==> src/rtl/fetch_stage.sv <==
// Instruction-fetch stage: owns the PC, fetches over a valid/ready memory port and fills the IF/ID register.
// Latency 1 cycle from memory transfer to ifid_valid; a stall parks one word in a skid buffer, a redirect flushes.
module fetch_stage #(
    parameter int unsigned           XLEN      = 32,
    parameter logic [XLEN-1:0]       RESET_PC  = '0,
    parameter logic [31:0]           NOP_INSTR = 32'h0000_0013
) (
    input  logic            clk,
    input  logic            rst,
    output logic            imem_req,
    output logic [XLEN-1:0] imem_addr,
    input  logic            imem_ready,
    input  logic [31:0]     imem_rdata,
    input  logic            stall,
    input  logic [1:0]      ex_redir_sel,
    input  logic [XLEN-1:0] ex_pc_target,
    input  logic [XLEN-1:0] ex_jump_addr,
    output logic            ifid_valid,
    output logic [XLEN-1:0] ifid_pc,
    output logic [XLEN-1:0] ifid_pc_plus4,
    output logic [31:0]     ifid_instr
);

    typedef enum logic [1:0] {
        S_REQ  = 2'd0,
        S_HOLD = 2'd1,
        S_DROP = 2'd2
    } state_e;

    localparam logic [XLEN-1:0] FOUR = XLEN'(4);

    state_e          state_q, state_d;
    logic [XLEN-1:0] pc_q, pc_d;
    logic [XLEN-1:0] drop_addr_q, drop_addr_d;
    logic            skid_vld_q, skid_vld_d;
    logic [XLEN-1:0] skid_pc_q, skid_pc_d;
    logic [31:0]     skid_instr_q, skid_instr_d;
    logic            ifid_valid_q, ifid_valid_d;
    logic [XLEN-1:0] ifid_pc_q, ifid_pc_d;
    logic [XLEN-1:0] ifid_pc4_q, ifid_pc4_d;
    logic [31:0]     ifid_instr_q, ifid_instr_d;

    logic            redir;
    logic [XLEN-1:0] redir_tgt;
    logic            xfer;

    assign redir     = (ex_redir_sel == 2'b01) || (ex_redir_sel == 2'b10);
    assign redir_tgt = (ex_redir_sel == 2'b01) ? ex_pc_target : {ex_jump_addr[XLEN-1:1], 1'b0};

    // While a discarded request is still outstanding the bus keeps its old address;
    // the redirect target waits in pc_q until that request completes.
    assign imem_req  = !rst && (state_q != S_HOLD);
    assign imem_addr = (state_q == S_DROP) ? drop_addr_q : pc_q;
    assign xfer      = imem_req && imem_ready;

    always_comb begin
        state_d      = state_q;
        pc_d         = pc_q;
        drop_addr_d  = drop_addr_q;
        skid_vld_d   = skid_vld_q;
        skid_pc_d    = skid_pc_q;
        skid_instr_d = skid_instr_q;
        ifid_valid_d = ifid_valid_q;
        ifid_pc_d    = ifid_pc_q;
        ifid_pc4_d   = ifid_pc4_q;
        ifid_instr_d = ifid_instr_q;

        if (redir) begin
            pc_d         = redir_tgt;
            ifid_valid_d = 1'b0;
            ifid_instr_d = NOP_INSTR;
            skid_vld_d   = 1'b0;
            case (state_q)
                S_REQ: begin
                    if (imem_ready) begin
                        state_d = S_REQ;
                    end else begin
                        state_d     = S_DROP;
                        drop_addr_d = pc_q;
                    end
                end
                S_DROP:  state_d = imem_ready ? S_REQ : S_DROP;
                default: state_d = S_REQ;
            endcase
        end else begin
            case (state_q)
                S_REQ: begin
                    if (xfer) begin
                        pc_d = pc_q + FOUR;
                        if (stall) begin
                            skid_vld_d   = 1'b1;
                            skid_pc_d    = pc_q;
                            skid_instr_d = imem_rdata;
                            state_d      = S_HOLD;
                        end else begin
                            ifid_valid_d = 1'b1;
                            ifid_pc_d    = pc_q;
                            ifid_pc4_d   = pc_q + FOUR;
                            ifid_instr_d = imem_rdata;
                        end
                    end else if (!stall) begin
                        ifid_valid_d = 1'b0;
                        ifid_instr_d = NOP_INSTR;
                    end
                end
                S_HOLD: begin
                    if (!stall) begin
                        ifid_valid_d = skid_vld_q;
                        ifid_pc_d    = skid_pc_q;
                        ifid_pc4_d   = skid_pc_q + FOUR;
                        ifid_instr_d = skid_vld_q ? skid_instr_q : NOP_INSTR;
                        skid_vld_d   = 1'b0;
                        state_d      = S_REQ;
                    end
                end
                S_DROP: begin
                    if (imem_ready) begin
                        state_d = S_REQ;
                    end
                end
                default: state_d = S_REQ;
            endcase
        end
    end

    always_ff @(posedge clk) begin
        if (rst) begin
            state_q      <= S_REQ;
            pc_q         <= RESET_PC;
            drop_addr_q  <= RESET_PC;
            skid_vld_q   <= 1'b0;
            skid_pc_q    <= '0;
            skid_instr_q <= NOP_INSTR;
            ifid_valid_q <= 1'b0;
            ifid_pc_q    <= '0;
            ifid_pc4_q   <= '0;
            ifid_instr_q <= NOP_INSTR;
        end else begin
            state_q      <= state_d;
            pc_q         <= pc_d;
            drop_addr_q  <= drop_addr_d;
            skid_vld_q   <= skid_vld_d;
            skid_pc_q    <= skid_pc_d;
            skid_instr_q <= skid_instr_d;
            ifid_valid_q <= ifid_valid_d;
            ifid_pc_q    <= ifid_pc_d;
            ifid_pc4_q   <= ifid_pc4_d;
            ifid_instr_q <= ifid_instr_d;
        end
    end

    assign ifid_valid    = ifid_valid_q;
    assign ifid_pc       = ifid_pc_q;
    assign ifid_pc_plus4 = ifid_pc4_q;
    assign ifid_instr    = ifid_instr_q;

endmodule

==> config.mk <==
export PLATFORM = sky130hd
export DESIGN_NAME = fetch_stage
export DESIGN_NICKNAME = d
export VERILOG_FILES = /design/src/rtl/fetch_stage.sv
export SDC_FILE = /design/constraint.sdc
export NUM_CORES = 1
export LEC_CHECK = 0
export ABC_AREA = 1
export CAP_MARGIN = 20
export CORE_MARGIN = 2
export CORE_UTILIZATION = 30
export CTS_BUF_LIST = sky130_fd_sc_hd__clkbuf_4 sky130_fd_sc_hd__clkbuf_8
export CTS_CLUSTER_DIAMETER = 40
export CTS_CLUSTER_SIZE = 28
export DETAILED_ROUTE_END_ITERATION = 7
export GPL_ROUTABILITY_DRIVEN = 0
export PLACE_DENSITY_LB_ADDON = 0.15
export REMOVE_ABC_BUFFERS = 1
export SLEW_MARGIN = 5
export SYNTH_ARGS = -nofsm -noshare
export SYNTH_HDL_FRONTEND = slang
export SYNTH_SLANG_ARGS = --single-unit
==> constraint.sdc <==
create_clock -name clk -period 3.3 [get_ports clk]
set_clock_uncertainty 0.2 [all_clocks]
set_input_delay 0.495 -clock clk [delete_from_list [all_inputs] [get_ports clk]]
set_output_delay 0.495 -clock clk [all_outputs]
set_load 0.01 [all_outputs]
==> metrics.md <==
| Metric | Value |
|---|---|
| Ports | 232 |
| FMAX | 319 MHz |
| Nets | around 1,900 |
| Slew @ Worst Pin | 0.780 ns |
| Slew margin rel. | 48.0% |
| Mapped Area | 0.0110 mm^2 |
| Cell count after placement | 2,249 |
| Sequential fraction of the synthesis area | between 40% and 50% |
| R2R Setup Slk | 0.64 ns |
| CTS tree | yes |
| Tightest Hold Check Type | flop to flop |
| Syn_area_per_cell | 6.72 um^2 |
| Die area | 0.0381 mm^2 |
| DRC Markers | 0 |
| CP required | ~2.6 ns |
| Post-DP HPWL | 28,800 um |
| Postcts setup bufs | 0 |
| Startpoint Class | flop |
| Width of the die | 195 um |
| Starting DRT DRC Count | 785 |
| CTS max path bufs | 3 |
| Drt wl/cell | 18.1 um |
| P_leak | between 5 and 6 nW |
| Endpoints failing setup | 0 |
| Max-Cap Viols | 0 |
| Starting Density | 30.2% |
| Post-synth EDFFs | 0 |
| Num CTS Buffers | 44 |
| Largest net degree at the start of global routing | ~160 |
| Share of cells above drive strength 1 | a little over 7% |
| Total clock sinks | 226 |
| Detailed Routing Iterations Pass 1 | 5 |
| Worst-path clk slew | approximately 0.060 ns |
| Commonest cells in the synthesized netlist | 342 x nand2_1, 257 x nor2_1, 226 x dfxtp_1 |
| Worst Path Arrival | 2.44 ns |
| Final hold vios | 0 |
| CP max FO | 14 |
| Distinct cells, synth | 39 |
| Synth Warn # | 0 |
| Top-count cell post-synth | nand2_1 |
| Main synth FF type | dfxtp_1 |
| Cts hold-fix bufs | 0 |
| Ant. Diodes | 0 |
| Post-CTS sizing | 0 |
| Antenna Nets Post-Route | 0 |
| Maximum vdd drop | roughly 0.23 mV |
| Core area | 0.0363 mm^2 |
| Area grow syn2layout | 33.7% |
| Port-buffer cells | 230 |
| Tot GR Track Use | between 20% and 30% |
| Crit path capture type | primary output |
| Grt ovf | 0 |
| Pwr dens | 502 mW/mm^2 |
| Top cells by area, synth | dfxtp_1 41%, nand2_1 12%, o21ai_0 8.8%, nor2_1 8.8%, a21oi_1 7.5% |
| Max Slew Vio Count | 0 |
| Die H | 195 um |
| Root buf cell | clkbuf_8 |
| Post-Synthesis Cells | 1,632 |
| Vias in the first global route | 11,200 |
| RSZ-0062 raised after global routing | false |
| H-Tree Depth | 2 |
| Fin crit period | 3.13 ns |
| Worst-skew pair later-pin latency | 0.55 ns |
| Final Total Pwr | 7.36 mW |
| Fin crit share | 94.9% |
| Routed WL | 42,100 um |
| Setup TNS | 0 ns |
| Top-area cell type share of the netlist area | between 40% and 50% |
| Vias | approximately 12,000 |
| Non-filler cells in the finished layout | about 2,300 |
| First-pass GRT wire length | 65,400 um |
| Status | completed |
| Antenna violations before repair | 0 |
| Synth area leader | dfxtp_1 |
| Worst Setup Path Type | flop to primary output |
| Synth Register Bits | 226 |
| Site Rows | 70 |
| Ys async rst share | 0% |
| Vias/cell | around 5.0 |
## worst max-delay path, stage by stage (launching register included)
cell and delay, ns:
dfxtp_1 0.47, inv_1 0.09, nand2_2 0.15, buf_4 0.25
nor2_1 0.06, a21oi_1 0.25, clkdlybuf4s50_1 0.60
## path summary, 6_finish.rpt
path,from,to,cells after the start
worst max-delay path,state_q[0],imem_addr[13],6
worst max register to register,state_q[1],pc_q[16],9
worst min-delay path,ifid_pc[31],ifid_pc[31],2
worst min register to register,ifid_pc[31],ifid_pc[31],2
## state kept, by name (all words and copies together) (netlist names)
signal / flops
drop_addr_q: 32
ifid_instr: 32
ifid_pc: 32
ifid_pc_plus4: 30
ifid_valid: 1
pc_q: 32
skid_instr_q: 32
skid_pc_q: 32
skid_vld_q: 1
state_q: 2
## routing by layer
layer  vias up  global-route usage [%]  part of all wire (%)
met4         0                    6.90                   2.5
met3        79                    3.32                   6.3
met1      5322                    30.0                    47
li1       5835                       -                     -
met5         -                       0                     0
met2       417                    35.1                    45
## layout make-up
| class | instances | area, um^2 |
|---|---|---|
| Sequential cell | 226 | 4520 |
| Timing Repair Buffer | 262 | 2640 |
| Tap cell | 468 | 586 |
| Inverter | 102 | 385 |
| Fill cell | 3867 | 21600 |
| Clock buffer | 55 | 732 |
| Multi-Input combinational cell | 1191 | 5590 |
| Clock inverter | 20 | 206 |
## cell families after synthesis
group                    Yosys count  synth area share [%]
AO/OA/AOI/OAI                    471                  23.1
XOR/XNOR                          22                  1.76
adder cells (fa/ha/maj)            4                 0.456
buffers and inverters            215                  7.90
flip-flops                       226                  41.3
multiplexers                       6                 0.616
AND/OR/NAND/NOR                  688                  24.9
## power breakdown
part / leakage [nW] / internal, mW / switching (mW) / total (mW)
sequential: 1.85 / 2.90 / 0.154 / 3.06
clock: 0.477 / 1.71 / 1.32 / 3.03
combinational: 3.31 / 0.569 / 0.696 / 1.27
## cells in the final DEF, fill, tap and decap left out, types with 2 or more instances in the layout
| master | instances |
|---|---|
| nand2_1 | 340 |
| nor2_1 | 256 |
| clkdlybuf4s50_1 | 229 |
| dfxtp_1 | 226 |
| o21ai_0 | 193 |
| a21oi_1 | 164 |
| inv_1 | 95 |
| a31oi_1 | 68 |
| nand3_1 | 67 |
| clkbuf_8 | 51 |
| buf_4 | 24 |
| xor2_1 | 20 |
| o21a_1 | 11 |
| o21ai_1 | 10 |
| nand4_1 | 8 |
| o211ai_1 | 8 |
| o22ai_1 | 8 |
| buf_12 | 8 |
| clkinv_2 | 7 |
| mux2_2 | 6 |
| inv_2 | 5 |
| clkinvlp_4 | 5 |
| ha_1 | 4 |
| clkbuf_4 | 4 |
| nand2_2 | 3 |
| nor2_2 | 3 |
| nor3_1 | 3 |
| o221ai_1 | 3 |
| bufinv_16 | 3 |
| clkinv_4 | 3 |
| and2_1 | 2 |
| xnor2_1 | 2 |
| inv_6 | 2 |
## per-stage QoR
stage	worst slack, ns	hold WS (ns)	area, um^2	util [%]
global placement	0.215	0.253	13700	37.9
global route	0.0148	0.277	14700	40.4
detailed placement	0.164	0.255	13700	37.9
floorplan	-2.41	0.242	10500	-
finish	0.169	0.265	14700	40.4
CTS	0.109	0.260	14700	40.4
(Power assumes the default switching activity.)
